$ cat src/rtl/sys_defs.sv
// Shared definitions for the functional units: issue packets, multiplier encodings and
// the per-stage multiplier state carried down the pipe.
package sys_defs;

  localparam int unsigned XLEN        = 32;
  localparam int unsigned ROB_IDX_W   = 5;
  localparam int unsigned PRN_W       = 6;
  localparam int unsigned NUM_FU_MULT = 2;

  typedef enum logic [1:0] {
    M_MUL    = 2'h0,
    M_MULH   = 2'h1,
    M_MULHSU = 2'h2,
    M_MULHU  = 2'h3
  } MULT_FUNC;

  typedef struct packed {
    logic                 valid;
    MULT_FUNC             func;
    logic [XLEN-1:0]      op1;
    logic [XLEN-1:0]      op2;
    logic [PRN_W-1:0]     dest_prn;
    logic [ROB_IDX_W-1:0] robn;
  } FU_PACKET;

  typedef struct packed {
    logic [ROB_IDX_W-1:0] robn;
    logic [PRN_W-1:0]     dest_prn;
    logic [XLEN-1:0]      result;
  } FU_MULT_PACKET;

  typedef struct packed {
    logic                 valid;
    MULT_FUNC             func;
    logic [ROB_IDX_W-1:0] robn;
    logic [PRN_W-1:0]     dest_prn;
    logic [63:0]          mcand;
    logic [63:0]          mplier;
    logic [63:0]          acc;
  } MULT_STAGE_PACKET;

endpackage

$ cat src/rtl/mult_stage.sv
// One partial-product step: folds the low 64/NUM_STAGES multiplier bits into the
// accumulator, then shifts multiplicand/multiplier for the next step.
module mult_stage
  import sys_defs::*;
#(
  parameter int unsigned NUM_STAGES = 4
) (
  input  logic             clock,
  input  logic             reset,
  input  logic             hold,
  input  logic             flush,
  input  MULT_STAGE_PACKET stage_in,
  output MULT_STAGE_PACKET stage_out
);

  localparam int unsigned BITS = 64 / NUM_STAGES;

  MULT_STAGE_PACKET stage_next;
  logic [63:0]      mplier_slice;

  always_comb begin
    mplier_slice      = {{(64 - BITS){1'b0}}, stage_in.mplier[BITS-1:0]};
    stage_next        = stage_in;
    stage_next.acc    = stage_in.acc + stage_in.mcand * mplier_slice;
    stage_next.mcand  = stage_in.mcand << BITS;
    stage_next.mplier = stage_in.mplier >> BITS;
  end

  // Flush wins over hold so a squash always empties a stalled pipe.
  always_ff @(posedge clock) begin
    if (reset || flush) begin
      stage_out <= '0;
    end else if (!hold) begin
      stage_out <= stage_next;
    end
  end

endmodule

$ cat src/rtl/mult_pipe.sv
// Pipelined 32x32 multiplier (MUL/MULH/MULHSU/MULHU) with NUM_STAGES-cycle latency,
// full throughput, back-pressure from the CDB ack, and squash.
module mult_pipe
  import sys_defs::*;
#(
  parameter int unsigned NUM_STAGES = 4
) (
  input  logic          clock,
  input  logic          reset,
  input  FU_PACKET      fu_packet,
  input  logic          squash,
  input  logic          ack,
  output logic          avail,
  output logic          prep,
  output FU_MULT_PACKET mult_packet
);

  MULT_STAGE_PACKET first_in;
  MULT_STAGE_PACKET stage_out [NUM_STAGES];
  MULT_STAGE_PACKET last;
  logic             stall;
  logic             sign1;
  logic             sign2;
  logic             unused_last;

  assign last  = stage_out[NUM_STAGES-1];
  assign prep  = last.valid;
  assign stall = prep & ~ack;
  assign avail = ~stall;

  assign unused_last = ^{last.mcand, last.mplier};

  always_comb begin
    sign1    = (fu_packet.func != M_MULHU);
    sign2    = (fu_packet.func == M_MUL) || (fu_packet.func == M_MULH);
    first_in = '0;
    if (fu_packet.valid && avail) begin
      first_in.valid    = 1'b1;
      first_in.func     = fu_packet.func;
      first_in.robn     = fu_packet.robn;
      first_in.dest_prn = fu_packet.dest_prn;
      first_in.mcand    = {{32{sign1 & fu_packet.op1[31]}}, fu_packet.op1};
      first_in.mplier   = {{32{sign2 & fu_packet.op2[31]}}, fu_packet.op2};
    end
  end

  for (genvar i = 0; i < NUM_STAGES; i++) begin : g_stage
    if (i == 0) begin : g_head
      mult_stage #(
        .NUM_STAGES(NUM_STAGES)
      ) u_stage (
        .clock    (clock),
        .reset    (reset),
        .hold     (stall),
        .flush    (squash),
        .stage_in (first_in),
        .stage_out(stage_out[i])
      );
    end else begin : g_body
      mult_stage #(
        .NUM_STAGES(NUM_STAGES)
      ) u_stage (
        .clock    (clock),
        .reset    (reset),
        .hold     (stall),
        .flush    (squash),
        .stage_in (stage_out[i-1]),
        .stage_out(stage_out[i])
      );
    end
  end

  always_comb begin
    mult_packet = '0;
    if (prep) begin
      mult_packet.robn     = last.robn;
      mult_packet.dest_prn = last.dest_prn;
      mult_packet.result   = (last.func == M_MUL) ? last.acc[31:0] : last.acc[63:32];
    end
  end

endmodule

$ cat config.mk
export PLATFORM = sky130hd
export DESIGN_NAME = mult_pipe
export DESIGN_NICKNAME = d
export VERILOG_FILES = /design/src/rtl/sys_defs.sv /design/src/rtl/mult_stage.sv /design/src/rtl/mult_pipe.sv
export SDC_FILE = /design/constraint.sdc
export NUM_CORES = 2
export LEC_CHECK = 0
export CORE_MARGIN = 2
export CORE_UTILIZATION = 55
export DETAILED_ROUTE_END_ITERATION = 10
export GPL_ROUTABILITY_DRIVEN = 0
export PLACE_DENSITY = 0.72
export SKIP_CTS_REPAIR_TIMING = 1
export SLEW_MARGIN = 10
export SYNTH_ARGS = -nofsm -noshare
export SYNTH_HDL_FRONTEND = slang
export SYNTH_SLANG_ARGS = --single-unit
export TNS_END_PERCENT = 30
$ cat constraint.sdc
create_clock -name clock -period 14.7 [get_ports clock]
set_input_delay 2.205 -clock clock [delete_from_list [all_inputs] [get_ports clock]]
set_output_delay 2.205 -clock clock [all_outputs]
set_load 0.01 [all_outputs]
==> metrics.yaml <==
floorplanning:
  start_util: 0.554
  die_w_um: 346
  die_h_um: 346
  num_rows: 125
  die-area_um2: 120000
  io_pins: 127
  fp.coreArea_um2: 116000
clocking:
  cts.path.max_buffers: 3
  cts_buffers: 47
  clock_latency_ps: 650
  cts_tree: "done"
  cts-root-buf: "clkbuf_16"
  cts_sinks: 412
  clkSlewWorstSetupHoldPaths_ps: 60
  htreeDepth: 2
placement:
  place_inst: 8791
  io_buffer_count: 126
  dpl.hpwl_um: 139000
logic_synthesis:
  yosys-top-cells-count: "nand2_1, inv_1, fa_1"
  synth_top_cell_by_area: "fa_1"
  synth_area_leaders: "fa_1, dfxtp_1, nand2_1"
  syn_avg_cell_area_um2: 8.63
  synth.most_common_cell: "nand2_1"
  synthCells: 7443
  syn_nets: 9169
  synth_cell_type_count: 83
  syn_area_um2: 64200
  synth_edf_count: 0
  synth_ff_type: "dfxtp_1"
  synth.top_cell.area_share: 0.399
  yosys_warnings: 0
  synth-async-reset-ratio: 0
  ys_ff_latch: 412
  ys_seq_area_frac: 0.128
power_and_ir_drop:
  seq_power_share: 0.181
  clock_power_share: 0.173
  p_int_w: 0.00361
  ir_drop_mv: 0.170
  netSwitchingFraction: 0.480
  total_power_w: 0.00695
  power_density_nw_per_um2: 102
  power.switching_w: 0.00333
  leakage_nw: 31.1
  comb_power_share: 0.646
min_path:
  whs_path_depth: 2
  hold_start: "g_stage[2].g_body.u_stage.stage_out[8]"
  min_to: "g_stage[3].g_body.u_stage.stage_out[8]"
  worstHoldPathType: "reg2reg"
drt:
  ant_nets: 0
  drc_errors: 4
  drt_iter0_drc: 4117
  via_per_inst: 5.71
  routed_wl_um: 179000
  routed-via-count: 50700
  wire_per_inst_um: 20.2
  drt_first_pass_iters: 8
global_route:
  grt_max_degree: 188
  grt_pass1_vias: 52400
  grt_pass1_wl_um: 287000
  antenna_found_initial: 1
  grt_overflow_total: 0
  grt_use_total: 0.304
sta:
  worst_slew_pin_slew_ps: 1260
  fin_tns_setup_ps: 0
  hold_viol: 0
  skew_ps: 52.8
  rsz0062_at_grt: "no"
  period_needed_ps: 10540
  setup_viol: 0
  min_period_over_period: 0.717
  max_freq_mhz: 94.9
  relSlewSlack: 0.159
  slew_violations: 0
cells_and_area:
  fin_nets: 9042
  final_layout_size_suffix_gt1_frac: 0.0294
  final_cells: 8878
  final_util: 0.588
  synthToLayoutAreaGrowth_pct: 6.23
critical_path:
  reg2reg_from: "g_stage[0].g_head.u_stage.stage_out[65]"
  rrSetupSlack_ps: 4510
  crit_path_max_fanout: 167
  crit_type: "in2reg"
  reg2reg_to: "g_stage[1].g_body.u_stage.stage_out[61]"
  critPathRequiredTime_ps: 15280
  rr_worst_depth: 37
  worst_setup_path_start_kind: "input pin"
  cp-end-kind: "register"
  cp.arrival_ps: 11130
status:
  status: "complete, but fails checks"
  violations: "DRC"
run:
  maxCapViolations: 0
-- per-stage QoR --
stage	instance area [µm²]	hold WS (ps)	setup WS, ps
after global routing	68200	439	3850
after detailed placement	66600	440	3750
after global placement	66600	434	3840
final	68200	424	4160
after floorplan	64200	425	5680
after CTS	68200	422	4320
-- power groups by stage --
stage | Sequential [W] | Clock, W | Combinational (W)
after floorplan | 0.00125 | 0 | 0.00321
after global placement | 0.00128 | 0 | 0.00428
after detailed placement | 0.00128 | 0 | 0.00436
after CTS | 0.00126 | 0.00122 | 0.00439
after global routing | 0.00126 | 0.00126 | 0.00496
final | 0.00126 | 0.00120 | 0.00448
-- worst max path at each step --
stage / start / end / cells after the start
2_1_floorplan: ack / g_stage[0].g_head.u_stage.stage_out[52] / 29
5_1_grt: ack / g_stage[0].g_head.u_stage.stage_out[62] / 26
3_3_place_gp: ack / g_stage[0].g_head.u_stage.stage_out[60] / 26
3_5_place_dp: ack / g_stage[0].g_head.u_stage.stage_out[60] / 27
6_report: ack / g_stage[0].g_head.u_stage.stage_out[62] / 26
4_1_cts: ack / g_stage[0].g_head.u_stage.stage_out[62] / 26
-- registers in the layout, summed over array words and instances (netlist names) --
signal	cells
g_stage.g_body.u_stage.stage_out	284
g_stage.g_head.u_stage.stage_out	128
-- placed cells by master, fill, tap and decap left out, types with 9 or more instances in the layout --
master / netlist / routed
o21bai_1: 33 / 33
and4_1: 9 / 9
fa_1: 1281 / 1281
nand2b_1: 24 / 24
clkbuf_16: 0 / 47
ha_1: 363 / 363
a21o_1: 140 / 140
xnor2_1: 179 / 179
xor2_1: 68 / 68
and3_1: 136 / 135
or2_2: 10 / 9
nor3_1: 26 / 26
o21a_1: 39 / 39
dfxtp_1: 412 / 404
a211oi_1: 45 / 45
clkinv_2: 0 / 9
a21oi_1: 499 / 499
a41oi_1: 11 / 11
o31ai_1: 11 / 11
nor2b_1: 25 / 24
a31oi_1: 22 / 22
nor2_1: 167 / 165
nand3_1: 98 / 98
o21ai_0: 113 / 113
nand2_1: 1473 / 1473
clkdlybuf4s50_1: 0 / 124
nand4_1: 18 / 18
inv_1: 1348 / 1347
and2_1: 330 / 329
a21boi_0: 36 / 36
buf_4: 0 / 80
-- layer usage --
layer,GRT usage,part of all wire,vias to the layer above
met5,0,0,-
met4,0.119,0.045,0
met3,0.0556,0.092,557
met2,0.495,0.46,2308
met1,0.404,0.40,25300
li1,-,-,22600
-- cell type report --
class	count	area, µm²
Multi-Input combinational cell	5299	49500
Fill cell	10200	47800
Sequential cell	412	8260
Inverter	1348	5070
Tap cell	1524	1910
Timing Repair Buffer	208	1890
Clock buffer	58	1270
Clock inverter	28	332
Antenna cell	1	2.50
-- cell families after synthesis --
family	after synthesis	synth area share
AOI/OAI and AO/OA	1059	0.103
xor gates and xnor gates	247	0.0337
adders and majority gates	1644	0.470
buffers and inverters	1732	0.101
DFF	412	0.128
muxes	3	0.000565
and+or+nand+nor	2346	0.163
-- worst max-delay path: stages --
cell and delay, ps:
clkdlybuf4s50_1 460, nor2b_4 600, inv_8 420, and3_1 700
and2_1 330, nand2_1 130, inv_1 90, fa_1 520
fa_1 810, inv_1 100, fa_1 480, fa_1 580
fa_1 440, fa_1 490, inv_1 40, ha_1 360
a21o_1 200, a21o_1 170, a21oi_1 280, nor2_1 70
o21ai_0 160, a21oi_1 110, a2111oi_0 450, o31ai_1 220
a21oi_2 300, o21a_1 160
No activity file was read; power rests on OpenSTA's default activity.
